**config.mk**
```make
export PLATFORM = sky130hd
export DESIGN_NAME = survivor_traceback
export DESIGN_NICKNAME = d
export VERILOG_FILES = /design/src/rtl/survivor_traceback.sv
export SDC_FILE = /design/constraint.sdc
export NUM_CORES = 1
export LEC_CHECK = 0
export CORE_MARGIN = 2
export CORE_UTILIZATION = 50
export DETAILED_ROUTE_END_ITERATION = 7
export PLACE_DENSITY = 0.67
export REMOVE_ABC_BUFFERS = 1
export SYNTH_ARGS = -nofsm -noshare
export SYNTH_HDL_FRONTEND = slang
export SYNTH_SLANG_ARGS = --single-unit
```
**constraint.sdc**
```tcl
create_clock -name clk -period 2.4 [get_ports clk]
set_clock_uncertainty 0.15 [all_clocks]
set_input_delay 0.48 -clock clk [delete_from_list [all_inputs] [get_ports clk]]
set_output_delay 0.48 -clock clk [all_outputs]
set_load 0.02 [all_outputs]
```
**src/rtl/survivor_traceback.sv**
```systemverilog
// Survivor-memory traceback for a 4-state Viterbi decoder: stores one survivor
// entry per trellis step and, once the window is full, traces back to emit one bit.
module survivor_traceback #(
    parameter int TB_DEPTH = 16
) (
    input  logic       clk,
    input  logic       rst_n,
    input  logic       clr,
    input  logic       valid_in,
    output logic       ready_out,
    input  logic [1:0] addr_0,
    input  logic [1:0] addr_1,
    input  logic [1:0] addr_2,
    input  logic [1:0] addr_3,
    input  logic [6:0] pm_0,
    input  logic [6:0] pm_1,
    input  logic [6:0] pm_2,
    input  logic [6:0] pm_3,
    output logic       bit_out,
    output logic       bit_valid
);

    localparam int PW = $clog2(TB_DEPTH);
    localparam logic [PW-1:0] CNT_MAX   = PW'(TB_DEPTH - 1);
    localparam logic [PW-1:0] STEP_LAST = PW'(TB_DEPTH - 2);

    typedef enum logic [1:0] {IDLE, TRACE, OUT} state_t;

    state_t          r_state;
    logic [7:0]      r_mem [TB_DEPTH];
    logic [PW-1:0]   r_wr_ptr;
    logic [PW-1:0]   r_rd_ptr;
    logic [PW-1:0]   r_cnt;
    logic [PW-1:0]   r_step;
    logic [1:0]      r_cur_state;
    logic            r_bit_out;
    logic            r_bit_valid;

    logic            w_accept;
    logic [7:0]      w_wr_data;
    logic [7:0]      w_rd_entry;
    logic [1:0]      w_field [4];
    logic [1:0]      w_next_state;
    logic [1:0]      w_best_lo;
    logic [1:0]      w_best_hi;
    logic [6:0]      w_min_lo;
    logic [6:0]      w_min_hi;
    logic [1:0]      w_best;

    assign ready_out  = (r_state == IDLE);
    assign w_accept   = valid_in & ready_out;
    assign w_wr_data  = {addr_3, addr_2, addr_1, addr_0};
    assign bit_out    = r_bit_out;
    assign bit_valid  = r_bit_valid;

    // Strict less-than at every stage so ties resolve to the lowest state index.
    assign w_best_lo = (pm_1 < pm_0) ? 2'd1 : 2'd0;
    assign w_min_lo  = (pm_1 < pm_0) ? pm_1 : pm_0;
    assign w_best_hi = (pm_3 < pm_2) ? 2'd3 : 2'd2;
    assign w_min_hi  = (pm_3 < pm_2) ? pm_3 : pm_2;
    assign w_best    = (w_min_hi < w_min_lo) ? w_best_hi : w_best_lo;

    assign w_rd_entry = r_mem[r_rd_ptr];

    generate
        for (genvar gi = 0; gi < 4; gi++) begin : g_field
            assign w_field[gi] = w_rd_entry[2*gi +: 2];
        end
    endgenerate

    assign w_next_state = w_field[r_cur_state];

    // Survivor storage has no reset; stale contents are never traced before refill.
    always_ff @(posedge clk) begin
        if (w_accept && !clr) begin
            r_mem[r_wr_ptr] <= w_wr_data;
        end
    end

    always_ff @(posedge clk or negedge rst_n) begin
        if (!rst_n) begin
            r_state     <= IDLE;
            r_wr_ptr    <= '0;
            r_rd_ptr    <= '0;
            r_cnt       <= '0;
            r_step      <= '0;
            r_cur_state <= 2'b00;
            r_bit_out   <= 1'b0;
            r_bit_valid <= 1'b0;
        end else if (clr) begin
            r_state     <= IDLE;
            r_wr_ptr    <= '0;
            r_cnt       <= '0;
            r_bit_valid <= 1'b0;
        end else begin
            r_bit_valid <= 1'b0;
            case (r_state)
                IDLE: begin
                    if (valid_in) begin
                        r_wr_ptr <= r_wr_ptr + PW'(1);
                        if (r_cnt != CNT_MAX) begin
                            r_cnt <= r_cnt + PW'(1);
                        end else begin
                            r_cur_state <= w_best;
                            r_rd_ptr    <= r_wr_ptr;
                            r_step      <= '0;
                            r_state     <= TRACE;
                        end
                    end
                end
                TRACE: begin
                    r_cur_state <= w_next_state;
                    r_rd_ptr    <= r_rd_ptr - PW'(1);
                    r_step      <= r_step + PW'(1);
                    if (r_step == STEP_LAST) begin
                        r_state <= OUT;
                    end
                end
                OUT: begin
                    r_bit_out   <= r_cur_state[1];
                    r_bit_valid <= 1'b1;
                    r_state     <= IDLE;
                end
                default: r_state <= IDLE;
            endcase
        end
    end

endmodule
```
==> results.ini, run 1 <==
[run_status]
status = finished, violations left
violations = negative setup slack

[sta]
period_minus_slack_ps = 2750
timing.fmax_ghz = 0.364
relSlewSlack = 0.614
slew_viol_final = 0
hold_viol = 0
worst_slew_pin_slew_ps = 578
period_share = 1.14
setup_viol = 2
fin_setup_tns_ps = -690
layout_setup_ws_ps = -346
rsz0062_at_grt = yes

[floorplanning]
io_pins = 43
rows = 42
die_w_microns = 120
die_area_sq_mm = 0.0145
die_h_microns = 120
start_util = 0.512
core_sq_mm = 0.0132

[drt]
route.vias.total = 4303
wl_per_cell_microns = 19.6
totalWireLength_microns = 14900
first_pass_iters = 5
drc = 0
antenna_left = 0
viasPerCell = 5.66
drt-initial-drc-count = 400

[global_routing]
grt_use_total = 0.221
grt_pass1_wl_microns = 23700
grt_pass1_vias = 4491
overflow = 0
grt_max_degree = 36
antenna_found_initial = 0

[layout]
drive_above_1_share = 0.372
multiInputGateArea_sq_mm = 0.00260
final_common_cell = edfxtp_1
final_cell_mix = 128 x edfxtp_1, 67 x buf_4, 38 x nor2_1
fin_nets = 637
fillCellCount = 922
n_antenna_cell = 0
post-route-util = 0.664
syn_to_final_growth_pct = 29.8
seq_area_sq_mm = 0.00440

[worst_setup_path]
required_ps = 2530
crit_slowest_cell = or2_4
cp-start-kind = input port
r2r_slack_ps = 60
max_stage_delay_ps = 300
cp_max_fo = 8
endpoint_kind = flop
crit_type = in2reg
arrival_ps = 2880
crit_chain = buf_2 -> ha_4 -> nand2_4 -> o21ai_2 -> a21oi_2 -> buf_6 -> nor2_4 -> a21oi_4 -> ha_4 -> nand4_1 -> or2_4 -> nor2_2 -> mux2i_1 -> o211ai_1 -> mux2i_1 -> a32oi_1

[synthesis]
ys_seq_area_frac = 0.649
ys_warn_count = 0
synth_edf_count = 128
synth-seq-cells = 150
async_flop_share = 0.147
syn_inst = 454
synth_top_cell_by_area = edfxtp_1
synth_flop_cell = edfxtp_1
post_synth_num_cell_types = 48
netlist_area_sq_mm = 0.00678
synth_area_leaders = edfxtp_1 57%, dfrtp_1 8.1%, mux4_2 6.0%
netlist.area_leader.share = 0.567
postSynthAreaPerCell_sq_um = 14.9

[pwr]
internal_power_uw = 4560
power.leakage_uw = 0.00314
p_sw_uw = 1310
pwr-share-clk = 0.418
power.total_uw = 5870
swShare = 0.224
power_density_mw_per_mm2 = 668
ir_worst_vdd_v = 0.000714
comb_power_share = 0.094
power_frac_seq = 0.488

[place]
hpwl_microns = 9300
gp_congestion = 0.806
pre_cts_ws_ps = -1390
portBuffers = 42

[job]
max_cap_viol_count = 0

[cts]
numCtsBuffers = 17
root_buffer = clkbuf_16
clock_path_buffers = 2
clock_latency_ps = 420
cts-htree-levels = 4
cts_tree = built
path_clk_slew_ps = 60
cts_num_sinks = 150

[worst_hold_path]
hold_class = in2async

critical path: cells and delay by family:
family | cells | cell delay [ps]
adders and majority gates | 2 | 550
buffers and inverters | 2 | 310
muxes | 2 | 320
and+or+nand+nor | 5 | 730
AOI/OAI and AO/OA | 5 | 490
Yosys cell counts, drive strengths merged, types with 5 or more instances:
| library cell | count |
|---|---|
| edfxtp | 128 |
| nand2 | 32 |
| nand4 | 5 |
| nor3 | 10 |
| dfrtp | 22 |
| nor2 | 45 |
| nand3 | 11 |
| ha | 26 |
| a21oi | 26 |
| xor2 | 6 |
| clkbuf | 8 |
| buf | 9 |
| mux4 | 29 |
| o21ai | 17 |
| inv | 18 |
| nor2b | 5 |
| mux2i | 15 |
flip-flops by register name, indices dropped and copies added (netlist names):
name,flops
bit_out,1
bit_valid,1
r_cnt,4
r_cur_state,2
r_mem,128
r_rd_ptr,4
r_state,2
r_step,4
r_wr_ptr,4
layout make-up:
| type | count | share of cell area |
|---|---|---|
| clock buffer | 19 | 0.0492 |
| tap | 176 | 0.0250 |
| sequential | 150 | 0.500 |
| multi-input combinational | 268 | 0.296 |
| timing repair buffer | 115 | 0.108 |
| inverter | 19 | 0.00839 |
| clock inverter | 13 | 0.0138 |
metal layers:
metal,part of all wire,vias to the layer above,track usage,routed length (microns)
li1,-,1993,-,-
met1,0.41,2147,0.285,6080
met2,0.52,140,0.374,7720
met3,0.057,23,0.0547,856
met4,0.017,0,0.0632,250
met5,0,-,0,0
final timing paths:
path	from	end	cells past startpoint
min reg2reg	bit_out$_DFFE_PN0P_	bit_out$_DFFE_PN0P_	1
max in group asynchronous	rst_n	r_rd_ptr[0]$_DFFE_PN0P_	2
min	rst_n	r_rd_ptr[1]$_DFFE_PN0P_	2
max reg2reg	r_rd_ptr[0]$_DFFE_PN0P_	r_cur_state[0]$_DFFE_PN0P_	5
min in group clk	bit_out$_DFFE_PN0P_	bit_out$_DFFE_PN0P_	1
max	pm_1[5]	r_cur_state[0]$_DFFE_PN0P_	16
power groups by stage:
stage	clock network [uW]	logic [uW]	registers, uW
3_3_place_gp	0	346	2920
6_report	2460	550	2870
2_1_floorplan	0	162	2920
4_1_cts	2510	484	2870
3_5_place_dp	0	355	2920
5_1_grt	2620	604	2870
what timing repair did:
item | 4_1_cts | 5_1_grt
setup endpoints to repair | 2 | 3
hold buffers | 0 | 0
pin swaps | 52 | 15
endpoints found under the hold margin | 0 | 0
setup buffers | 27 | 2
resized for setup | 183 | 18
cells by family after synthesis:
group	count (synthesis)	synth area share
buf+inv	36	0.0253
fa+ha+maj	26	0.0480
flops	150	0.649
mux	47	0.130
compound gates	64	0.0556
simple gates	123	0.0826
xor+xnor	8	0.0103
metrics by stage:
step                      cells  instance area (sq um)  hold WS [ps]
final                       760                   8800           265
after global routing        760                   8800           279
after CTS                   758                   8690           261
after detailed placement    700                   7690           346
after global placement      700                   7690           344
after floorplan             437                   6680          34.4
(Power assumes the default switching activity.)
==> inputs of run 2 (changes only) <==
Settings changed: ABC_AREA set to 1, SLEW_MARGIN set to 20.
==> results.ini, run 2 <==
[synthesis]
netlist_area_sq_mm = 0.00696  ; +2.7%
netlist.area_leader.share = 0.552  ; -0.0149
syn_inst = 648  ; +43%
postSynthAreaPerCell_sq_um = 10.7  ; -28%
post_synth_num_cell_types = 42  ; -13%
synth_flop_cell = edfxtp_1
ys_seq_area_frac = 0.632  ; -0.0170
synth_area_leaders = edfxtp_1 55%, dfrtp_1 7.9%, nand2_1 7.3%
netlist_top_cells_count = 136 x nand2_1, 128 x edfxtp_1, 72 x nor2_1, 52 x o21ai_0, 43 x a21oi_1
synth_top_cell_by_area = edfxtp_1
async_flop_share = 0.147  ; unchanged
synth.most_common_cell = nand2_1
ys_warn_count = 0  ; unchanged
synth-seq-cells = 150  ; unchanged
synth_edf_count = 128  ; unchanged

[drt]
viasPerCell = 5.53  ; -2.3%
route.vias.total = 5293  ; +23%
wl_per_cell_microns = 18.3  ; -6.9%
first_pass_iters = 6  ; +1
antenna_left = 0  ; unchanged
met2WireLength_microns = 8710  ; +13%
met3_wirelength_microns = 994  ; +16%
routed.top_layer = met4
drc = 0  ; unchanged
totalWireLength_microns = 17500  ; +17%
wl_met1_microns = 7230  ; +19%
drt-initial-drc-count = 464  ; +16%

[pwr]
power_density_mw_per_mm2 = 949  ; +42%
pwr-share-clk = 0.334  ; -0.084
internal_power_uw = 5800  ; +27%
swShare = 0.332  ; +0.108
power.leakage_uw = 0.00357  ; +14%
ir_worst_vdd_v = 0.000603  ; -15%
comb_power_share = 0.314  ; +0.220
power_frac_seq = 0.353  ; -0.135
p_sw_uw = 2880  ; +120%

[layout]
design_area_sq_mm = 0.00915  ; +4.0%
drive_above_1_share = 0.295  ; -0.0769
largest_register_ff_count = 128  ; unchanged
n_antenna_cell = 0  ; unchanged
syn_to_final_growth_pct = 31.5
regMostFlops = r_mem
final_common_cell = edfxtp_1
final_cell_mix = 128 x edfxtp_1, 115 x nand2_1, 73 x buf_4
fin_nets = 830  ; +30%
fillCellCount = 1000  ; +8.5%

[cts]
clock_latency_ps = 420  ; about the same
cts_num_sinks = 150  ; unchanged
cts-htree-levels = 4  ; unchanged
cts_hold_buf = 0  ; unchanged
path_clk_slew_ps = 60  ; about the same
cts_tree = built
root_buffer = clkbuf_16
clock_path_buffers = 2  ; unchanged
numCtsBuffers = 17  ; unchanged

[sta]
holdWs_ps = 264  ; -0.771 ps
rsz0062_at_grt = yes
setup_viol = 2  ; unchanged
period_minus_slack_ps = 2530  ; -218 ps
fin_setup_tns_ps = -182  ; +507 ps
hold_viol = 0  ; unchanged
period_share = 1.05  ; -0.0909
timing.fmax_ghz = 0.396  ; +8.6%
worst_slew_pin_slew_ps = 760  ; +182 ps
relSlewSlack = 0.492  ; -0.122
slew_viol_final = 0  ; unchanged
layout_setup_ws_ps = -128  ; +218 ps

[place]
hpwl_microns = 10700  ; +15%
portBuffers = 42  ; unchanged
gp_congestion = 0.840  ; +4.3%
dpl_cell_area_sq_mm = 0.00786  ; +2.1%
pre_cts_ws_ps = -1020  ; +370 ps

[worst_setup_path]
r2r_slack_ps = 180  ; +120 ps
arrival_ps = 2720  ; -160 ps
r2r-start = r_rd_ptr[1]$_DFFE_PN0P_
endpoint_kind = flop
required_ps = 2590  ; +60 ps
cp_max_fo = 8  ; unchanged
reg2regPathDepth = 12  ; +7
crit_type = in2reg
timing.rr.end = r_cur_state[0]$_DFFE_PN0P_
cp-start-kind = input port

[global_routing]
overflow = 0  ; unchanged
antenna_found_initial = 0  ; unchanged
grt_pass1_vias = 5208  ; +16%
grt_use_total = 0.239  ; +0.0181
grt_max_degree = 43  ; +19%
grt_pass1_wl_microns = 26600  ; +12%

[floorplanning]
core_sq_mm = 0.0137  ; +3.6%
rows = 43  ; +2.4%
die_w_microns = 122  ; +1.3%
start_util = 0.507  ; -0.00446
io_pins = 43  ; unchanged
die_area_sq_mm = 0.0149  ; +2.6%
die_h_microns = 122  ; +1.3%

[run_status]
violations = negative setup slack
status = finished, violations left

[worst_hold_path]
hold_class = in2async

[job]
max_cap_viol_count = 0  ; unchanged

-- run 2: cells by family (layout without fill, tap and decap cells) --
| group | after synthesis | count (layout) | share of synthesized area |
|---|---|---|---|
| AND/OR/NAND/NOR | 250 | 250 | 0.151 |
| flip-flops | 150 | 150 | 0.632 |
| AO/OA/AOI/OAI | 136 | 136 | 0.110 |
| buffers and inverters | 77 | 206 | 0.0485 |
| adder cells (fa/ha/maj) | 26 | 26 | 0.0468 |
| XOR/XNOR | 5 | 5 | 0.00629 |
| multiplexers | 4 | 4 | 0.00575 |
-- run 2: worst max-delay path by stage --
stage | startpoint | endpoint
3_5_place_dp | pm_2[6] | r_cur_state[0]$_DFFE_PN0P_
4_1_cts | pm_2[6] | r_cur_state[0]$_DFFE_PN0P_
2_1_floorplan | r_rd_ptr[0]$_DFFE_PN0P_ | r_cur_state[0]$_DFFE_PN0P_
5_1_grt | pm_2[4] | r_cur_state[0]$_DFFE_PN0P_
6_report | pm_2[4] | r_cur_state[0]$_DFFE_PN0P_
3_3_place_gp | pm_2[6] | r_cur_state[0]$_DFFE_PN0P_
-- run 2: power by group through the flow --
stage / combinational [uW] / clock [uW] / sequential, uW
finish: 2720 / 2900 / 3060
global route: 2980 / 3050 / 3070
CTS: 2530 / 2940 / 3060
detailed placement: 2400 / 0 / 3110
global placement: 2340 / 0 / 3100
floorplan: 1320 / 0 / 3230
-- run 2: layout make-up --
class                           instances  area [sq um]  area share
Clock buffer                           17           425      0.0465
Clock inverter                         15           225      0.0246
Inverter                               53           213      0.0232
Multi-Input combinational cell        421          2660       0.291
Sequential cell                       150          4400       0.480
Tap cell                              180           225      0.0246
Timing Repair Buffer                  121          1000       0.110
-- run 2: timing repair --
item | in CTS | in global routing
setup endpoints to repair | 2 | 2
pin swaps | 44 | 29
resized for setup | 142 | 54
setup buffers | 24 | 7
-- run 2: worst max-delay path: stages --
cell	delay [ps]
buf_2	110
inv_2	70
ha_4	210
nand2_2	60
nand2_2	70
a21oi_4	210
nand2_8	120
buf_6	150
nor2_4	100
a21oi_2	40
ha_1	300
nand2_2	80
nor2_2	50
a211oi_2	220
nand2_2	120
nand2_2	90
nand3_2	90
a21oi_2	150
-- run 2: routing by layer --
layer / track usage / vias to the layer above
li1: - / 2493
met1: 0.308 / 2576
met2: 0.397 / 188
met3: 0.0487 / 36
met4: 0.101 / 0
met5: 0 / -
-- run 2: metrics by stage --
| step | utilization | std cells | power, uW |
|---|---|---|---|
| finish | 0.667 | 957 | 8680 |
| global route | 0.667 | 957 | 9110 |
| detailed placement | 0.573 | 894 | 5510 |
| floorplan | - | 624 | 4550 |
| CTS | 0.649 | 950 | 8530 |
| global placement | 0.573 | 894 | 5440 |
==> inputs of run 3 (changes only) <==
Settings changed: SKIP_LAST_GASP set to 1.
==> results.ini, run 3 (same netlist as run 2, synthesis figures left out) <==
[place]
pre_cts_ws_ps = -1020  ; unchanged
gp_congestion = 0.840  ; unchanged
dpl.cell_count = 894  ; unchanged
dpl_cell_area_sq_mm = 0.00786  ; unchanged
hpwl_microns = 10700  ; unchanged
portBuffers = 42  ; unchanged

[cts]
clock_path_buffers = 2  ; unchanged
numCtsBuffers = 17  ; unchanged
clock_latency_ps = 420  ; about the same
path_clk_slew_ps = 60  ; about the same
root_buffer = clkbuf_16
cts_tree = built
cts_num_sinks = 150  ; unchanged
cts-htree-levels = 4  ; unchanged
cts_hold_buf = 0  ; unchanged

[floorplanning]
start_util = 0.507  ; unchanged
core_sq_mm = 0.0137  ; unchanged
die_area_sq_mm = 0.0149  ; unchanged
rows = 43  ; unchanged
die_w_microns = 122  ; unchanged
io_pins = 43  ; unchanged
die_h_microns = 122  ; unchanged

[sta]
period_share = 1.10  ; +0.0466
period_minus_slack_ps = 2640  ; +112 ps
slew_viol_final = 0  ; unchanged
worst_slew_pin_slew_ps = 744  ; -15.8 ps
timing.fmax_ghz = 0.379  ; -4.2%
rsz0062_at_grt = yes
layout_setup_ws_ps = -240  ; -112 ps
setup_viol = 2  ; unchanged
relSlewSlack = 0.502  ; +0.0106
hold_viol = 0  ; unchanged

[job]
max_cap_viol_count = 0  ; unchanged

[global_routing]
grt_pass1_wl_microns = 26600  ; unchanged
antenna_found_initial = 0  ; unchanged
grt_use_total = 0.239  ; unchanged
overflow = 0  ; unchanged
grt_pass1_vias = 5208  ; unchanged
grt_max_degree = 43  ; unchanged

[worst_setup_path]
endpoint_kind = flop
crit_family = compound AO/OA/AOI/OAI gates
crit_slowest_cell = ha_4
cp-start-kind = input port
crit_type = in2reg
path_buf_inv = 3  ; unchanged
arrival_ps = 2830  ; +110 ps
crit_path_frequent_cell = nand2_2
r2r-start = r_rd_ptr[1]$_DFFE_PN0P_
cp_max_fo = 8  ; unchanged
required_ps = 2590  ; about the same
startpoint = pm_2[4]
max_stage_delay_ps = 270  ; -30 ps
crit_chain = buf_2 -> inv_2 -> ha_4 -> nand2_2 -> nand2_2 -> a21oi_4 -> nand2_8 -> buf_4 -> a21oi_2 -> ha_4 -> nand2_2 -> nor2_2 -> a211oi_2 -> nand2_2 -> nand2_2 -> nand3_2 -> a21oi_1

[drt]
viasPerCell = 5.55  ; +0.32%
antenna_left = 0  ; unchanged
wl_per_cell_microns = 18.5  ; +1.4%
route.vias.total = 5310  ; +0.32%
drc = 0  ; unchanged
first_pass_iters = 4  ; -2
totalWireLength_microns = 17700  ; +1.4%
drt-initial-drc-count = 438  ; -5.6%

[run_status]
violations = negative setup slack
status = finished, violations left

[pwr]
ir_worst_vdd_v = 0.000600  ; -0.58%
power.total_uw = 8680  ; about the same
power_density_mw_per_mm2 = 949  ; about the same
power.leakage_uw = 0.00357  ; about the same

[layout]
design_area_sq_mm = 0.00915  ; about the same
finalNonFillerCells = 957  ; unchanged
final_common_cell = edfxtp_1
syn_to_final_growth_pct = 31.5  ; about the same
largest_register_ff_count = 128  ; unchanged
drive_above_1_share = 0.293  ; -0.00129
n_antenna_cell = 0  ; unchanged
final_cell_mix = 128 x edfxtp_1, 115 x nand2_1, 73 x buf_4
fin_nets = 830  ; unchanged
post-route-util = 0.667  ; about the same
regMostFlops = r_mem

[worst_hold_path]
hold_class = in2async

==> run 3: cell counts in the layout (fill, tap and decap cells not counted) <==
Identical to the previous run, type by type.
==> run 3: worst paths after layout <==
| check | end | slack (ps) | cells past startpoint |
|---|---|---|---|
| min reg2reg | bit_out$_DFFE_PN0P_ | 350 | 1 |
| max in group asynchronous | r_rd_ptr[0]$_DFFE_PN0P_ | 1590 | 2 |
| min in group clk | bit_out$_DFFE_PN0P_ | 350 | 1 |
| min | r_cnt[3]$_DFFE_PN0P_ | 260 | 2 |
| max | r_cur_state[0]$_DFFE_PN0P_ | -240 | 17 |
| max reg2reg | r_cur_state[0]$_DFFE_PN0P_ | 170 | 12 |
==> run 3: report_power, final <==
group / total [uW] / switching [uW] / internal (uW)
sequential: 3060 / 123 / 2940
clock: 2900 / 1050 / 1850
combinational: 2720 / 1720 / 1010
total: 8680 / 2890 / 5800
==> run 3: what timing repair did <==
item / CTS / global route
hold endpoints to repair: 0 / 0
resized for setup: 142 / 53
cloned: 0 / 0
pin swaps: 44 / 28
setup buffers: 24 / 7
setup endpoints to repair: 2 / 2
==> run 3: area by class of cell <==
class                           instances  area, sq um
Fill cell                            1000         4570
Sequential cell                       150         4400
Multi-Input combinational cell        421         2660
Timing Repair Buffer                  121         1000
Clock buffer                           17          425
Clock inverter                         15          225
Tap cell                              180          225
Inverter                               53          213
==> run 3: per-stage QoR <==
step                      hold slack [ps]  TNS [ps]
after floorplan                      34.4     -2520
after global placement                330     -1640
after detailed placement              345     -1960
after CTS                             254         0
after global routing                  291      -534
final                                 265      -427
==> run 3: worst register-to-register path, stage by stage, from the launching register on <==
cell	delay (ps)
dfrtp_1	470
inv_2	310
nor2_2	60
inv_2	250
a21oi_1	70
nor3_1	230
nand2_1	90
nand3_1	90
nand3_1	110
nand3_1	100
nand2_1	70
inv_2	50
a21oi_1	60
==> run 3: per-layer routing <==
metal / up-vias / wire [microns] / global-route usage
li1: 2490 / - / -
met1: 2605 / 7490 / 0.308
met2: 172 / 8810 / 0.397
met3: 43 / 817 / 0.0487
met4: 0 / 594 / 0.101
met5: - / 0 / 0
